$ cat config.mk
export PLATFORM = sky130hd
export DESIGN_NAME = sram_access_ctrl
export DESIGN_NICKNAME = d
export VERILOG_FILES = /design/src/rtl/sram_access_ctrl.sv
export SDC_FILE = /design/constraint.sdc
export NUM_CORES = 1
export LEC_CHECK = 0
export CELL_PAD_IN_SITES_DETAIL_PLACEMENT = 1
export CELL_PAD_IN_SITES_GLOBAL_PLACEMENT = 2
export CORE_MARGIN = 2
export CORE_UTILIZATION = 38
export CTS_CLUSTER_SIZE = 25
export DETAILED_ROUTE_END_ITERATION = 7
export HOLD_SLACK_MARGIN = 0.06
export PLACE_DENSITY = 0.84
export REMOVE_ABC_BUFFERS = 1
export SLEW_MARGIN = 20
export SYNTH_ARGS = -nofsm -noshare
export SYNTH_HDL_FRONTEND = slang
export SYNTH_SLANG_ARGS = --single-unit
$ cat constraint.sdc
create_clock -name clk -period 7.4 [get_ports clk]
set_clock_uncertainty 0.15 [all_clocks]
set_input_delay 1.85 -clock clk [delete_from_list [all_inputs] [get_ports clk]]
set_output_delay 1.85 -clock clk [all_outputs]
set_load 0.05 [all_outputs]
$ cat src/rtl/sram_access_ctrl.sv
// SRAM initiator: valid/ready command port, one registered SRAM cycle per command,
// read data returned in order through a credit-protected response FIFO. Option: SRAM_INIT_EN.
module sram_access_ctrl #(
    parameter int              DW        = 140,
    parameter int              DD        = 1024,
    parameter int              AW        = 10,
    parameter int              RSP_DEPTH = 4,
    parameter logic [DW-1:0]   INIT_VAL  = '0
) (
    input  logic          clk,
    input  logic          rst,
    input  logic          req_valid,
    output logic          req_ready,
    input  logic          req_we,
    input  logic [AW-1:0] req_addr,
    input  logic [DW-1:0] req_wdata,
    output logic          rsp_valid,
    input  logic          rsp_ready,
    output logic [DW-1:0] rsp_rdata,
    output logic          sram_n_cs,
    output logic          sram_n_we,
    output logic          sram_n_oe,
    output logic [AW-1:0] sram_ad,
    output logic [DW-1:0] sram_din,
    input  logic [DW-1:0] sram_dout,
    output logic          init_done
);

    localparam int CW = $clog2(RSP_DEPTH + 1);
    localparam int PW = (RSP_DEPTH > 1) ? $clog2(RSP_DEPTH) : 1;

    logic          run;
    logic          init_wr;
    logic          init_last;
    logic [AW-1:0] init_addr;
    logic          req_acc;
    logic          rd_acc;
    logic          push;
    logic          pop;
    logic [1:0]    rd_pipe;
    logic [CW-1:0] outstanding;
    logic [CW-1:0] fifo_cnt;
    logic [PW-1:0] wr_ptr;
    logic [PW-1:0] rd_ptr;
    logic [DW-1:0] fifo_mem [RSP_DEPTH];

    assign req_ready = run && (outstanding < CW'(RSP_DEPTH));
    assign req_acc   = req_valid && req_ready;
    assign rd_acc    = req_acc && !req_we;
    assign init_done = run;
    assign init_last = (init_addr == AW'(DD - 1));

`ifdef SRAM_INIT_EN
    typedef enum logic {ST_INIT, ST_RUN} state_t;
    state_t state, state_nxt;

    always_ff @(posedge clk or posedge rst) begin
        if (rst) state <= ST_INIT;
        else     state <= state_nxt;
    end

    // NOTE: every always_comb output gets a default first so no path infers a latch.
    always_comb begin
        state_nxt = state;
        init_wr   = 1'b0;
        case (state)
            ST_INIT: begin
                init_wr = 1'b1;
                if (init_last) state_nxt = ST_RUN;
            end
            default: state_nxt = ST_RUN;
        endcase
    end

    assign run = (state == ST_RUN);
`else
    assign init_wr = 1'b0;
    assign run     = 1'b1;
`endif

    // Sweep address; held at 0 whenever no sweep is running.
    always_ff @(posedge clk or posedge rst) begin
        if (rst)          init_addr <= '0;
        else if (init_wr) init_addr <= init_last ? '0 : init_addr + 1'b1;
    end

    // NOTE: sequential state uses non-blocking assignments so every flop samples pre-edge values.
    always_ff @(posedge clk or posedge rst) begin
        if (rst) begin
            sram_n_cs <= 1'b1;
            sram_n_we <= 1'b1;
            sram_ad   <= '0;
            sram_din  <= '0;
        end else if (init_wr) begin
            sram_n_cs <= 1'b0;
            sram_n_we <= 1'b0;
            sram_ad   <= init_addr;
            sram_din  <= INIT_VAL;
        end else if (req_acc) begin
            sram_n_cs <= 1'b0;
            sram_n_we <= !req_we;
            sram_ad   <= req_addr;
            if (req_we) sram_din <= req_wdata;
        end else begin
            sram_n_cs <= 1'b1;
            sram_n_we <= 1'b1;
        end
    end

    assign sram_n_oe = sram_n_cs;

    // rd_pipe[1] marks the cycle in which sram_dout carries data for a read.
    assign push      = rd_pipe[1];
    assign pop       = rsp_valid && rsp_ready;
    assign rsp_valid = (fifo_cnt != '0);
    assign rsp_rdata = fifo_mem[rd_ptr];

    function automatic logic [PW-1:0] ptr_inc(input logic [PW-1:0] p);
        return (p == PW'(RSP_DEPTH - 1)) ? '0 : p + 1'b1;
    endfunction

    // NOTE: FIFO storage is not reset; fifo_cnt alone decides which entries are valid.
    always_ff @(posedge clk) begin
        if (push) fifo_mem[wr_ptr] <= sram_dout;
    end

    always_ff @(posedge clk or posedge rst) begin
        if (rst) begin
            rd_pipe     <= '0;
            wr_ptr      <= '0;
            rd_ptr      <= '0;
            fifo_cnt    <= '0;
            outstanding <= '0;
        end else begin
            rd_pipe     <= {rd_pipe[0], rd_acc};
            if (push) wr_ptr <= ptr_inc(wr_ptr);
            if (pop)  rd_ptr <= ptr_inc(rd_ptr);
            fifo_cnt    <= fifo_cnt + CW'(push) - CW'(pop);
            outstanding <= outstanding + CW'(rd_acc) - CW'(pop);
        end
    end

endmodule

After elaboration in Yosys (flattened, before gate mapping)
Memory sizes are Yosys's and may differ from the RTL's.
Index checks and enable logic that the tools add are counted.
{ "totals": {"reg_bits": 164, "mem_bits_rw": 560, "memories": 1} }
{ "mem_list": {"columns": ["name", "words", "width", "read_ports", "rd_clocked_by_memory_dff", "write_ports", "line_no", "rtl"], "rows": [
  ["fifo_mem", 4, 140, 1, 0, 1, "45", "logic [DW-1:0] fifo_mem [RSP_DEPTH];"]
]} }
{ "classes": {"n_addsub": 6, "order_cmp": 1, "eq_ne": 2, "muxes": 6, "reduce_logical": 6} }
{ "ops": {"columns": ["cell", "count"], "rows": [
  ["$add A3 B1 Y3", 2],
  ["$sub A3 B1 Y3", 2],
  ["$add A2 B1 Y2 const B", 2],
  ["$eq A2 B2 Y1 const B", 2],
  ["$mux W1", 4],
  ["$mux W2", 2],
  ["$logic_and A1 B1 Y1", 3],
  ["$lt A3 B3 Y1 const B", 1],
  ["$reduce_bool A3 Y1", 1],
  ["$reduce_and A2 Y1", 1],
  ["$logic_not A1 Y1", 1]
]} }

Logic depth before layout (Yosys ltp)
Gate-level depths: netlist of the first run.
{ "logic_depth": {"ltp_word": 5, "mapped_depth": 9, "ltp_nobuf": 9} }

Least setup slack after synthesis of the first run
No wires, ideal clock.
{ "synth_timing": {"path_kind": "reg-to-reg", "from": "register wr_ptr[0]", "to": "memory fifo_mem[2][0] (enable)", "setup_time_ns": 0.517, "arrival_time_ns": 3.820, "slack_ns": 2.914, "path_stages_with_launch": 4, "n_path_buf": 0, "synth_period_minus_slack_ns": 4.486, "path_cell_list": "dfrtp_1 inv_1 ha_1 and2_1"} }
{ "synth_rtl": {"columns": ["item", "line_no", "rtl"], "rows": [
  ["start: declaration", "43", "logic [PW-1:0] wr_ptr;"],
  ["start signal: assignment", "136", "if (push) wr_ptr <= ptr_inc(wr_ptr);"],
  ["end: declaration", "45", null]
]} }
No word-level cell before the write port.

Worst setup path after layout of the first run
{ "layout_timing": {"from": "register rd_ptr[0]", "to": "output rsp_rdata[133]"} }
{ "layout_via": {"elab_chain_cells": 1} }
{ "layout_rtl": {"columns": ["item", "line_no", "rtl"], "rows": [
  ["start: declaration", "44", "logic [PW-1:0] rd_ptr;"],
  ["start signal: assignment", "137", "if (pop) rd_ptr <= ptr_inc(rd_ptr);"],
  ["$mem_v2 Z4 W140", null, null],
  ["end: declaration", "19", "output logic [DW-1:0] rsp_rdata,"]
]} }
Every way passes these cells.

==> flow_summary_export.csv, run 1 <==
group,metric,value,unit
clocking,cts_setup_buffers,0,
routing,post_drt_via_cell_ratio,4.96,
routing,drc,0,
grt,overflow,0,
finish,multi_input_comb_area,0.00516,mm^2
power_and_ir_drop,pwr-share-comb,44.0,%
worst_setup_path,critPathSlowestCell,"dfrtp_4",
grt,grt_max_degree,84,
job,drv_cap,0,
place,port-buffer-count,589,
power_and_ir_drop,leakagePower,12.4,nW
clocking,clockBufferDepth,3,
worst_setup_path,critPathLaunchType,"flop",
worst_setup_path,crit_arrival,3510,ps
timing,setup-violations-final,0,
grt,grtUsageTotal,20.1,%
clocking,cts_htree_levels,3,
die,die_w,268,um
clocking,cts-resized-gates,0,
routing,wl_per_cell,26.3,um
die,dieArea,0.0717,mm^2
clocking,clkTransAtPathRegs,60,ps
logic_synthesis,syn-instance-count,1109,
finish,nets,2051,
finish,nFillCells,6186,
clocking,cts.sinks,724,
timing,slew_viol_final,0,
finish,seqCellArea,0.0209,mm^2
die,rows,96,
timing,fmax,181,MHz
worst_setup_path,slowest_delay,1010,ps
timing,finalCritPeriodShare,74.5,%
routing,top_layer_used,"met5",
worst_setup_path,ff2ff_path_depth,9,
hold_path,hold_end,"rd_pipe[1]$_DFF_PP0_",
logic_synthesis,yosysWarningCount,0,
die,initial_core_util,38.5,%
routing,wl_met3,6010,um
grt,antenna_found_initial,22,
routing,ant_nets,0,
logic_synthesis,yosysTopAreaCell,"edfxtp_1",
die,core,0.0687,mm^2
power_and_ir_drop,p_sw_share,40.2,%
logic_synthesis,synth.avg_cell_area,23.9,um^2
place,dp_hpwl,50100,um
hold_path,worstHoldStart,"rd_pipe[0]$_DFF_PP0_",
timing,slew_headroom,30.7,%
die,die_h,268,um
timing,hold_violations,0,
clocking,cts_hold_buffers,0,
routing,wl_met1,24400,um
logic_synthesis,synthArstFlopShare,22.7,%
worst_setup_path,r2r-end,"fifo_cnt[2]$_DFF_PP0_",
timing,whs,208,ps
power_and_ir_drop,intPower,10.0,mW
timing,fin_crit,5510,ps
routing,num_vias,13631,
hold_path,min_path_type,"reg2reg",
logic_synthesis,synthTopCellsByArea,"edfxtp_1 64%, dfrtp_1 15%, mux4_2 12%",
finish,layout-drive-gt1-share,24.1,%
logic_synthesis,synth_seq_cells,724,
power_and_ir_drop,power_density,467,mW/mm^2
power_and_ir_drop,switchingPower,6.76,mW
timing,worst_pin_slew,1040,ps
routing,routed-wl-met2,39700,um
run_status,status,"complete, no violations",
finish,area_growth,36.1,%
die,ios,591,
worst_setup_path,crit_fanout,48,
power_and_ir_drop,ir_drop,0.349,mV
clocking,worstSkewPairLatency,620,ps
logic_synthesis,synth_flop_cell,"edfxtp_1",
logic_synthesis,synth_cell_types,24,
power_and_ir_drop,p_clk_share,23.3,%
worst_setup_path,cp_cell_sequence,"buf_12 > mux4_2 > clkdlybuf4s50_1",
power_and_ir_drop,seqPwrFrac,32.6,%
worst_setup_path,critPathKind,"reg2out",
worst_setup_path,r2r_slack,4670,ps
worst_setup_path,reg2reg_from,"fifo_cnt[1]$_DFF_PP0_",
hold_path,holdPathStages,0,
routing,drt_iter0_drc,914,
grt,first_global_vias,15106,
timing,setup_tns,0,ps
worst_setup_path,required,5400,ps
routing,dr.pass1.iters,4,
clocking,cts_tree,"done",
logic_synthesis,synthesis.area,0.0265,mm^2
place,routabilityCongestion,0.787,
routing,wl,72400,um
logic_synthesis,synth_enable_flop_cells,560,
clocking,cts-root-buf,"clkbuf_16",
clocking,cts_buffers,79,
grt,grt_pass1_wl,104000,um
logic_synthesis,netlist.area_leader.share,63.6,%
logic_synthesis,ys_seq_area_share,79.1,%
worst_setup_path,endpoint_kind,"output port",
timing,rsz0062_at_grt,"no",
how the worst max path moves through the flow:
stage | from | endpoint | cells past startpoint
after global routing | rd_ptr[0]$_DFFE_PP0P_ | rsp_rdata[133] | 3
after floorplan | rd_ptr[0]$_DFFE_PP0P_ | rsp_rdata[0] | 1
after detailed placement | rd_ptr[0]$_DFFE_PP0P_ | rsp_rdata[81] | 3
final | rd_ptr[0]$_DFFE_PP0P_ | rsp_rdata[133] | 3
after CTS | rd_ptr[0]$_DFFE_PP0P_ | rsp_rdata[133] | 3
after global placement | rd_ptr[0]$_DFFE_PP0P_ | rsp_rdata[25] | 3
final cells by class:
type | count | share of cell area (%)
repair buffers | 605 | 16.8
clock buffers | 92 | 5.74
well taps | 931 | 3.23
flip-flops and latches | 724 | 58.1
diodes | 9 | 0.0625
multi-input cells | 322 | 14.3
clock inverters | 53 | 1.56
inverters | 13 | 0.149
kinds of logic (layout without fill, tap and decap cells):
family / after synthesis / count (layout) / synth area share (%)
and+or+nand+nor: 11 / 11 / 0.293
buffers and inverters: 63 / 763 / 1.45
DFF: 724 / 724 / 79.1
AOI/OAI and AO/OA: 3 / 3 / 0.0662
other: 1 / 10 / 0.0142
muxes: 292 / 292 / 18.4
xor gates and xnor gates: 4 / 4 / 0.132
adders and majority gates: 11 / 11 / 0.577
worst max-delay path: cells and delay by family, from the launching register on:
family | cells | cell delay (ps)
multiplexers | 1 | 570
buffers and inverters | 2 | 1200
flip-flops | 1 | 1010
metrics by stage:
stage	power (mW)	worst slack, ps	util [%]	instances	instance area [um^2]
final	16.8	1890	52.4	2749	36000
after global routing	17.4	1640	52.4	2744	36000
after CTS	17.0	1770	52.4	2740	36000
after detailed placement	13.0	2460	48.6	2595	33400
after global placement	12.9	2480	48.6	2595	33400
after floorplan	10.4	-931	-	1059	26100
cells in the mapped netlist (all sizes together) (2+ instances only):
library cell,n
xnor2,3
fa,2
and2,4
edfxtp,560
inv,13
o21ai,2
clkbuf,5
ha,9
buf,45
dfrtp,162
mux2,152
mux4,140
dfstp,2
nor2,2
cell usage in the layout, fill, tap and decap left out, types with 2 or more instances in the layout:
master / Yosys / layout
mux2_2: 152 / 152
nor2_1: 2 / 2
clkbuf_1: 5 / 9
clkbuf_8: 0 / 4
dfrtp_1: 162 / 160
dfrtp_4: 0 / 2
clkinvlp_4: 0 / 3
dfstp_2: 2 / 2
clkdlybuf4s50_1: 0 / 589
clkinv_2: 0 / 15
ha_1: 9 / 9
o21ai_0: 2 / 2
clkinv_1: 0 / 19
diode_2: 0 / 9
buf_12: 0 / 3
clkbuf_16: 0 / 79
xnor2_1: 3 / 3
clkinv_16: 0 / 3
bufinv_16: 0 / 8
fa_1: 2 / 2
mux4_2: 140 / 140
inv_1: 13 / 12
edfxtp_1: 560 / 560
inv_6: 0 / 4
and2_4: 0 / 4
buf_4: 11 / 12
layer usage:
| metal | up-vias | track usage [%] |
|---|---|---|
| li1 | 5800 | - |
| met1 | 7162 | 21.1 |
| met2 | 527 | 37.1 |
| met3 | 126 | 7.17 |
| met4 | 16 | 6.76 |
| met5 | - | 0 |
registers in the layout, indices dropped and copies added, names as in the netlist:
name and flops:
sram_ad 10, sram_din 140, outstanding 3, rd_pipe 2, fifo_cnt 3, fifo_mem 560, wr_ptr 2, sram_n_cs 1
sram_n_we 1, rd_ptr 2
power groups by stage:
stage / clock network [mW] / registers (mW) / logic [mW]
floorplan: 0 / 7.19 / 3.23
detailed placement: 0 / 5.57 / 7.47
global placement: 0 / 5.53 / 7.38
finish: 3.92 / 5.48 / 7.40
global route: 4.17 / 5.57 / 7.64
CTS: 4.03 / 5.50 / 7.50
(Power assumes the default switching activity.)
==> inputs of run 2 (changes only) <==
--- a/config.mk
+++ b/config.mk
@@ -8,11 +8,11 @@
 export CELL_PAD_IN_SITES_DETAIL_PLACEMENT = 1
 export CELL_PAD_IN_SITES_GLOBAL_PLACEMENT = 2
 export CORE_MARGIN = 2
-export CORE_UTILIZATION = 38
+export CORE_UTILIZATION = 34
 export CTS_CLUSTER_SIZE = 25
 export DETAILED_ROUTE_END_ITERATION = 7
 export HOLD_SLACK_MARGIN = 0.06
-export PLACE_DENSITY = 0.84
+export PLACE_DENSITY = 0.79
 export REMOVE_ABC_BUFFERS = 1
 export SLEW_MARGIN = 20
 export SYNTH_ARGS = -nofsm -noshare
==> constraint.sdc (replaced) <==
create_clock -name clk -period 4.7 [get_ports clk]
set_clock_uncertainty 0.15 [all_clocks]
set_input_delay 1.175 -clock clk [delete_from_list [all_inputs] [get_ports clk]]
set_output_delay 1.175 -clock clk [all_outputs]
set_load 0.05 [all_outputs]
==> run 2 against run 1 <==
Net effect:
- utilization decreased by 5.5 points
- register-to-register slack got worse by 2600 ps
- highest routed layer unchanged
- largest cell class unchanged
- sequential power increased by 57%
- critical path type unchanged
==> flow_summary_export.csv, run 2 (same netlist as run 1, synthesis figures left out) <==
group,metric,value,unit
timing,slew_headroom,28.0,%
worst_setup_path,reg2reg_from,"fifo_cnt[1]$_DFF_PP0_",
routing,drc,0,
hold_path,min_path_type,"reg2reg",
finish,utilization,46.9,%
worst_setup_path,r2r_slack,2090,ps
clocking,cts_tree,"done",
routing,ant_nets,0,
clocking,cts-root-buf,"clkbuf_16",
die,die_h,283,um
routing,post_drt_via_cell_ratio,4.78,
routing,wl,71200,um
worst_setup_path,critPathLaunch,"rd_ptr[0]$_DFFE_PP0P_",
finish,area_growth,36.8,%
worst_setup_path,critPathSlowestCell,"dfrtp_4",
power_and_ir_drop,p_total,26.3,mW
timing,slew_viol_final,0,
clocking,clkTransAtPathRegs,60,ps
clocking,cts_hold_buffers,0,
routing,dr.pass1.iters,5,
finish,nFillCells,7172,
place,port-buffer-count,589,
finish,final_cells,2857,
clocking,worstSkewPairLatency,610,ps
grt,grtUsageTotal,17.7,%
worst_setup_path,critPathLaunchType,"flop",
job,drv_cap,0,
die,ios,591,
die,core,0.0772,mm^2
worst_setup_path,ff2ff_path_depth,9,
power_and_ir_drop,ir_drop,0.516,mV
die,dieArea,0.0801,mm^2
run_status,status,"complete, no violations",
routing,num_vias,13645,
worst_setup_path,crit_arrival,3050,ps
place,routabilityCongestion,0.777,
finish,top_regs,"fifo_mem (560), sram_din (140), sram_ad (10)",
worst_setup_path,cp_cell_sequence,"buf_12 > mux4_2 > clkdlybuf4s50_1",
clocking,clockBufferDepth,3,
finish,layout-drive-gt1-share,24.0,%
timing,setup-violations-final,0,
clocking,cts-resized-gates,0,
timing,fin_ws,326,ps
worst_setup_path,r2r-end,"fifo_cnt[2]$_DFF_PP0_",
worst_setup_path,cp_top_family,"buffers and inverters",
finish,layout_commonest_cell,"clkdlybuf4s50_1",
grt,grt_max_degree,105,
timing,fin_crit,4370,ps
grt,antenna_found_initial,16,
grt,grt_pass1_wl,105000,um
grt,overflow,0,
clocking,cts.sinks,724,
timing,rsz0062_at_grt,"no",
worst_setup_path,crit_fanout,26,
worst_setup_path,crit_cells,3,
timing,hold_violations,0,
power_and_ir_drop,power_density,725,mW/mm^2
power_and_ir_drop,leakagePower,12.4,nW
clocking,cts_setup_buffers,0,
grt,first_global_vias,15312,
die,rows,102,
timing,finalCritPeriodShare,93.1,%
worst_setup_path,endpoint_kind,"output port",
place,placed_area,0.0337,mm^2
worst_setup_path,slowest_delay,810,ps
worst_setup_path,required,3380,ps
finish,top_register,"fifo_mem",
worst_setup_path,endpoint,"rsp_rdata[74]",
worst_setup_path,critPathKind,"reg2out",
finish,largest_reg_flops,560,
finish,nets,2058,
timing,fmax,229,MHz
routing,drt_iter0_drc,684,
timing,worst_pin_slew,1080,ps
die,initial_core_util,34.3,%
place,place_ws,932,ps
place,placed_cells,2713,
clocking,cts_htree_levels,3,
die,die_w,283,um
worst_setup_path,critPathBufInv,2,
finish,mostFrequentLayoutCells,"586 x clkdlybuf4s50_1, 560 x edfxtp_1, 160 x dfrtp_1, 152 x mux2_2, 140 x mux4_2",
routing,wl_per_cell,24.9,um
finish,fin_area,0.0362,mm^2
clocking,cts_buffers,77,
place,dp_hpwl,49700,um
hold_path,holdPathStages,0,
==> run 2: layout make-up <==
cell class | count | area [um^2] | share of cell area (%)
antenna | 4 | 10.0 | 0.0276
sequential | 724 | 20900 | 57.8
multi-input combinational | 322 | 5160 | 14.3
tap | 1040 | 1300 | 3.59
inverter | 13 | 53.8 | 0.149
clock inverter | 44 | 397 | 1.10
timing repair buffer | 614 | 6300 | 17.4
clock buffer | 96 | 2050 | 5.66
==> run 2: power by group <==
part	switching [mW]	internal, mW
Sequential	0.628	8.00
Clock	2.48	3.39
Combinational	7.44	4.32
==> run 2: worst min-delay path by stage <==
stage	slack, ps	end	from
after detailed placement	190	rd_pipe[1]$_DFF_PP0_	rd_pipe[0]$_DFF_PP0_
after CTS	200	rd_pipe[1]$_DFF_PP0_	rd_pipe[0]$_DFF_PP0_
after global placement	190	rd_pipe[1]$_DFF_PP0_	rd_pipe[0]$_DFF_PP0_
after floorplan	180	rd_pipe[1]$_DFF_PP0_	rd_pipe[0]$_DFF_PP0_
final	200	rd_pipe[1]$_DFF_PP0_	rd_pipe[0]$_DFF_PP0_
after global routing	210	rd_pipe[1]$_DFF_PP0_	rd_pipe[0]$_DFF_PP0_
==> run 2: routing by layer <==
metal,vias to the layer above,share of wire (%),GRT usage [%]
li1,5817,-,-
met1,7182,36,19.4
met2,511,52,31.4
met3,117,8.4,6.63
met4,18,3.1,6.22
met5,-,0.15,0
==> run 2: through the flow <==
step                hold slack, ps  TNS [ps]
detailed placement             186         0
finish                         198         0
CTS                            199         0
floorplan                      181   -588500
global placement               187         0
global route                   208         0
==> inputs of run 3 (changes only) <==
--- a/config.mk
+++ b/config.mk
@@ -8,11 +8,12 @@
 export CELL_PAD_IN_SITES_DETAIL_PLACEMENT = 1
 export CELL_PAD_IN_SITES_GLOBAL_PLACEMENT = 2
 export CORE_MARGIN = 2
-export CORE_UTILIZATION = 34
+export CORE_UTILIZATION = 41
 export CTS_CLUSTER_SIZE = 25
 export DETAILED_ROUTE_END_ITERATION = 7
+export GPL_ROUTABILITY_DRIVEN = 0
 export HOLD_SLACK_MARGIN = 0.06
-export PLACE_DENSITY = 0.79
+export PLACE_DENSITY_LB_ADDON = 0.2
 export REMOVE_ABC_BUFFERS = 1
 export SLEW_MARGIN = 20
 export SYNTH_ARGS = -nofsm -noshare
==> constraint.sdc (replaced) <==
create_clock -name clk -period 5.4 [get_ports clk]
set_clock_uncertainty 0.15 [all_clocks]
set_input_delay 1.35 -clock clk [delete_from_list [all_inputs] [get_ports clk]]
set_output_delay 1.35 -clock clk [all_outputs]
set_load 0.05 [all_outputs]
==> run 3 against run 2 <==
Net effect:
- via count decreased by 0.93%
- clock-buffer cell count is 4 higher
- sequential share of layout area rose by 0.56 points
- power fell by 13%
- cell area down 0.96%
- register-to-register slack improved by 440 ps
- die area decreased by 17%
- routed wire length down 2.5%
- sequential cell count unchanged
- non-clock buffer count fell by 11
- largest power group unchanged
==> flow_summary_export.csv, run 3 (same netlist as run 1, synthesis figures left out) <==
group,metric,value,unit
grt,grt_max_degree,93,
timing,whs,195,ps
power_and_ir_drop,ir_drop,0.368,mV
finish,area_growth,35.5,%
clocking,cts-resized-gates,0,
routing,dr.pass1.iters,4,
timing,setup-violations-final,0,
worst_setup_path,reg2reg_from,"fifo_cnt[1]$_DFF_PP0_",
die,initial_core_util,41.3,%
timing,finalCritPeriodShare,83.4,%
worst_setup_path,crit_arrival,3010,ps
clocking,clockBufferDepth,3,
run_status,status,"complete, no violations",
power_and_ir_drop,p_sw_share,40.0,%
worst_setup_path,critPathSlowestCell,"clkdlybuf4s50_1",
finish,layout-drive-gt1-share,23.8,%
finish,layout_commonest_cell,"clkdlybuf4s50_1",
job,drv_cap,0,
die,core,0.0641,mm^2
worst_setup_path,r2r-end,"fifo_cnt[2]$_DFF_PP0_",
grt,antenna_found_initial,12,
clocking,cts_hold_buffers,0,
routing,wl,69400,um
timing,setup_tns,0,ps
clocking,clkTransAtPathRegs,50,ps
power_and_ir_drop,pwr-share-comb,44.5,%
clocking,cts_setup_buffers,0,
hold_path,worstHoldStart,"rd_pipe[0]$_DFF_PP0_",
power_and_ir_drop,leakagePower,12.3,nW
worst_setup_path,critPathLaunchType,"flop",
die,rows,93,
grt,met2_usage,37.4,%
timing,slew_viol_final,0,
finish,nets,2048,
grt,overflow,0,
worst_setup_path,critPathBufInv,2,
clocking,cts_buffers,78,
power_and_ir_drop,p_clk_share,22.8,%
worst_setup_path,crit_fanout,51,
routing,wl_per_cell,26.1,um
clocking,worstSkewPairLatency,610,ps
grt,met1_usage,24.4,%
worst_setup_path,endpoint_kind,"output port",
clocking,cts.sinks,724,
grt,grt_pass1_wl,102000,um
place,placed_cells,2517,
power_and_ir_drop,power_density,633,mW/mm^2
routing,ant_nets,0,
routing,drc,0,
power_and_ir_drop,seqPwrFrac,32.7,%
worst_setup_path,cp_cell_sequence,"buf_12 > mux4_2 > clkdlybuf4s50_1",
finish,top_regs,"fifo_mem (560), sram_din (140), sram_ad (10)",
finish,top_register,"fifo_mem",
die,ios,591,
timing,fmax,222,MHz
routing,post_drt_via_cell_ratio,5.08,
grt,grt_use_met3,6.56,%
clocking,cts_tree,"done",
worst_setup_path,cp_top_family,"buffers and inverters",
clocking,cts_htree_levels,3,
worst_setup_path,required,3900,ps
routing,num_vias,13518,
hold_path,min_path_type,"reg2reg",
timing,worst_pin_slew,984,ps
timing,fin_crit,4510,ps
finish,largest_reg_flops,560,
grt,top_usage_layer,"met2",
worst_setup_path,critPathKind,"reg2out",
worst_setup_path,r2r_slack,2530,ps
die,die_w,258,um
timing,hold_violations,0,
die,dieArea,0.0666,mm^2
routing,drt_iter0_drc,612,
timing,slew_headroom,34.4,%
power_and_ir_drop,switchingPower,9.09,mW
finish,mostFrequentLayoutCells,"589 x clkdlybuf4s50_1, 560 x edfxtp_1, 160 x dfrtp_1, 152 x mux2_2, 140 x mux4_2",
finish,final_cells,2662,
hold_path,hold_end,"rd_pipe[1]$_DFF_PP0_",
place,dp_hpwl,46200,um
hold_path,holdPathStages,0,
grt,first_global_vias,15076,
clocking,cts-root-buf,"clkbuf_16",
worst_setup_path,slowest_delay,980,ps
power_and_ir_drop,intPower,13.6,mW
grt,grtUsageTotal,20.9,%
die,die_h,258,um
timing,rsz0062_at_grt,"no",
place,port-buffer-count,589,
worst_setup_path,ff2ff_path_depth,9,
==> run 3: cell count changes in the layout (fill, tap and decap cells not counted), moves of 2 or more <==
| cell | delta |
|---|---|
| clkinv_1 | -10 |
| clkdlybuf4s50_1 | +3 |
| inv_6 | +2 |
| buf_12 | -6 |
| clkinvlp_4 | +6 |
| buf_4 | -8 |
| clkbuf_1 | +3 |
==> run 3: final cells by class <==
class / count / area [um^2]
fillers: 5568 / 28300
flip-flops and latches: 724 / 20900
repair buffers: 603 / 6150
multi-input cells: 322 / 5160
clock buffers: 100 / 2080
well taps: 855 / 1070
clock inverters: 41 / 405
inverters: 13 / 53.8
diodes: 4 / 10.0
==> run 3: worst reg2reg max path, stage by stage (launching register included) <==
cell     delay (ps)
dfrtp_1         430
o31ai_1         690
inv_1           200
ha_1            340
inv_1            60
ha_1            130
inv_1            50
fa_1            410
xnor2_1         190
xnor2_1         140
==> run 3: layer usage <==
| metal | part of all wire (%) | wire length [um] |
|---|---|---|
| met1 | 37 | 25500 |
| met2 | 53 | 36800 |
| met3 | 8.1 | 5650 |
| met4 | 2.0 | 1400 |
| met5 | 0.091 | 63 |
==> run 3: how the worst max path moves through the flow <==
stage / end / depth (start not counted) / startpoint
CTS: rsp_rdata[49] / 3 / rd_ptr[0]$_DFFE_PP0P_
finish: rsp_rdata[44] / 3 / rd_ptr[1]$_DFFE_PP0P_
floorplan: rsp_rdata[0] / 1 / rd_ptr[0]$_DFFE_PP0P_
global route: rsp_rdata[49] / 3 / rd_ptr[0]$_DFFE_PP0P_
detailed placement: rsp_rdata[49] / 3 / rd_ptr[0]$_DFFE_PP0P_
global placement: rsp_rdata[49] / 3 / rd_ptr[0]$_DFFE_PP0P_
==> run 3: per-stage QoR <==
step / total power [mW] / utilization [%] / setup slack, ps / instance area, um^2
2_1_floorplan: 14.3 / - / -2430 / 26100
3_3_place_gp: 17.7 / 52.0 / 1470 / 33400
3_5_place_dp: 17.8 / 52.0 / 1490 / 33400
4_1_cts: 23.0 / 55.9 / 801 / 35800
5_1_grt: 23.6 / 55.9 / 768 / 35800
6_report: 22.7 / 55.9 / 894 / 35900
==> run 3: power groups by stage <==
stage | combinational, mW | clock (mW) | sequential, mW
after floorplan | 4.42 | 0 | 9.85
after global placement | 10.2 | 0 | 7.49
after detailed placement | 10.2 | 0 | 7.54
after CTS | 10.3 | 5.32 | 7.45
after global routing | 10.5 | 5.51 | 7.55
final | 10.1 | 5.17 | 7.43
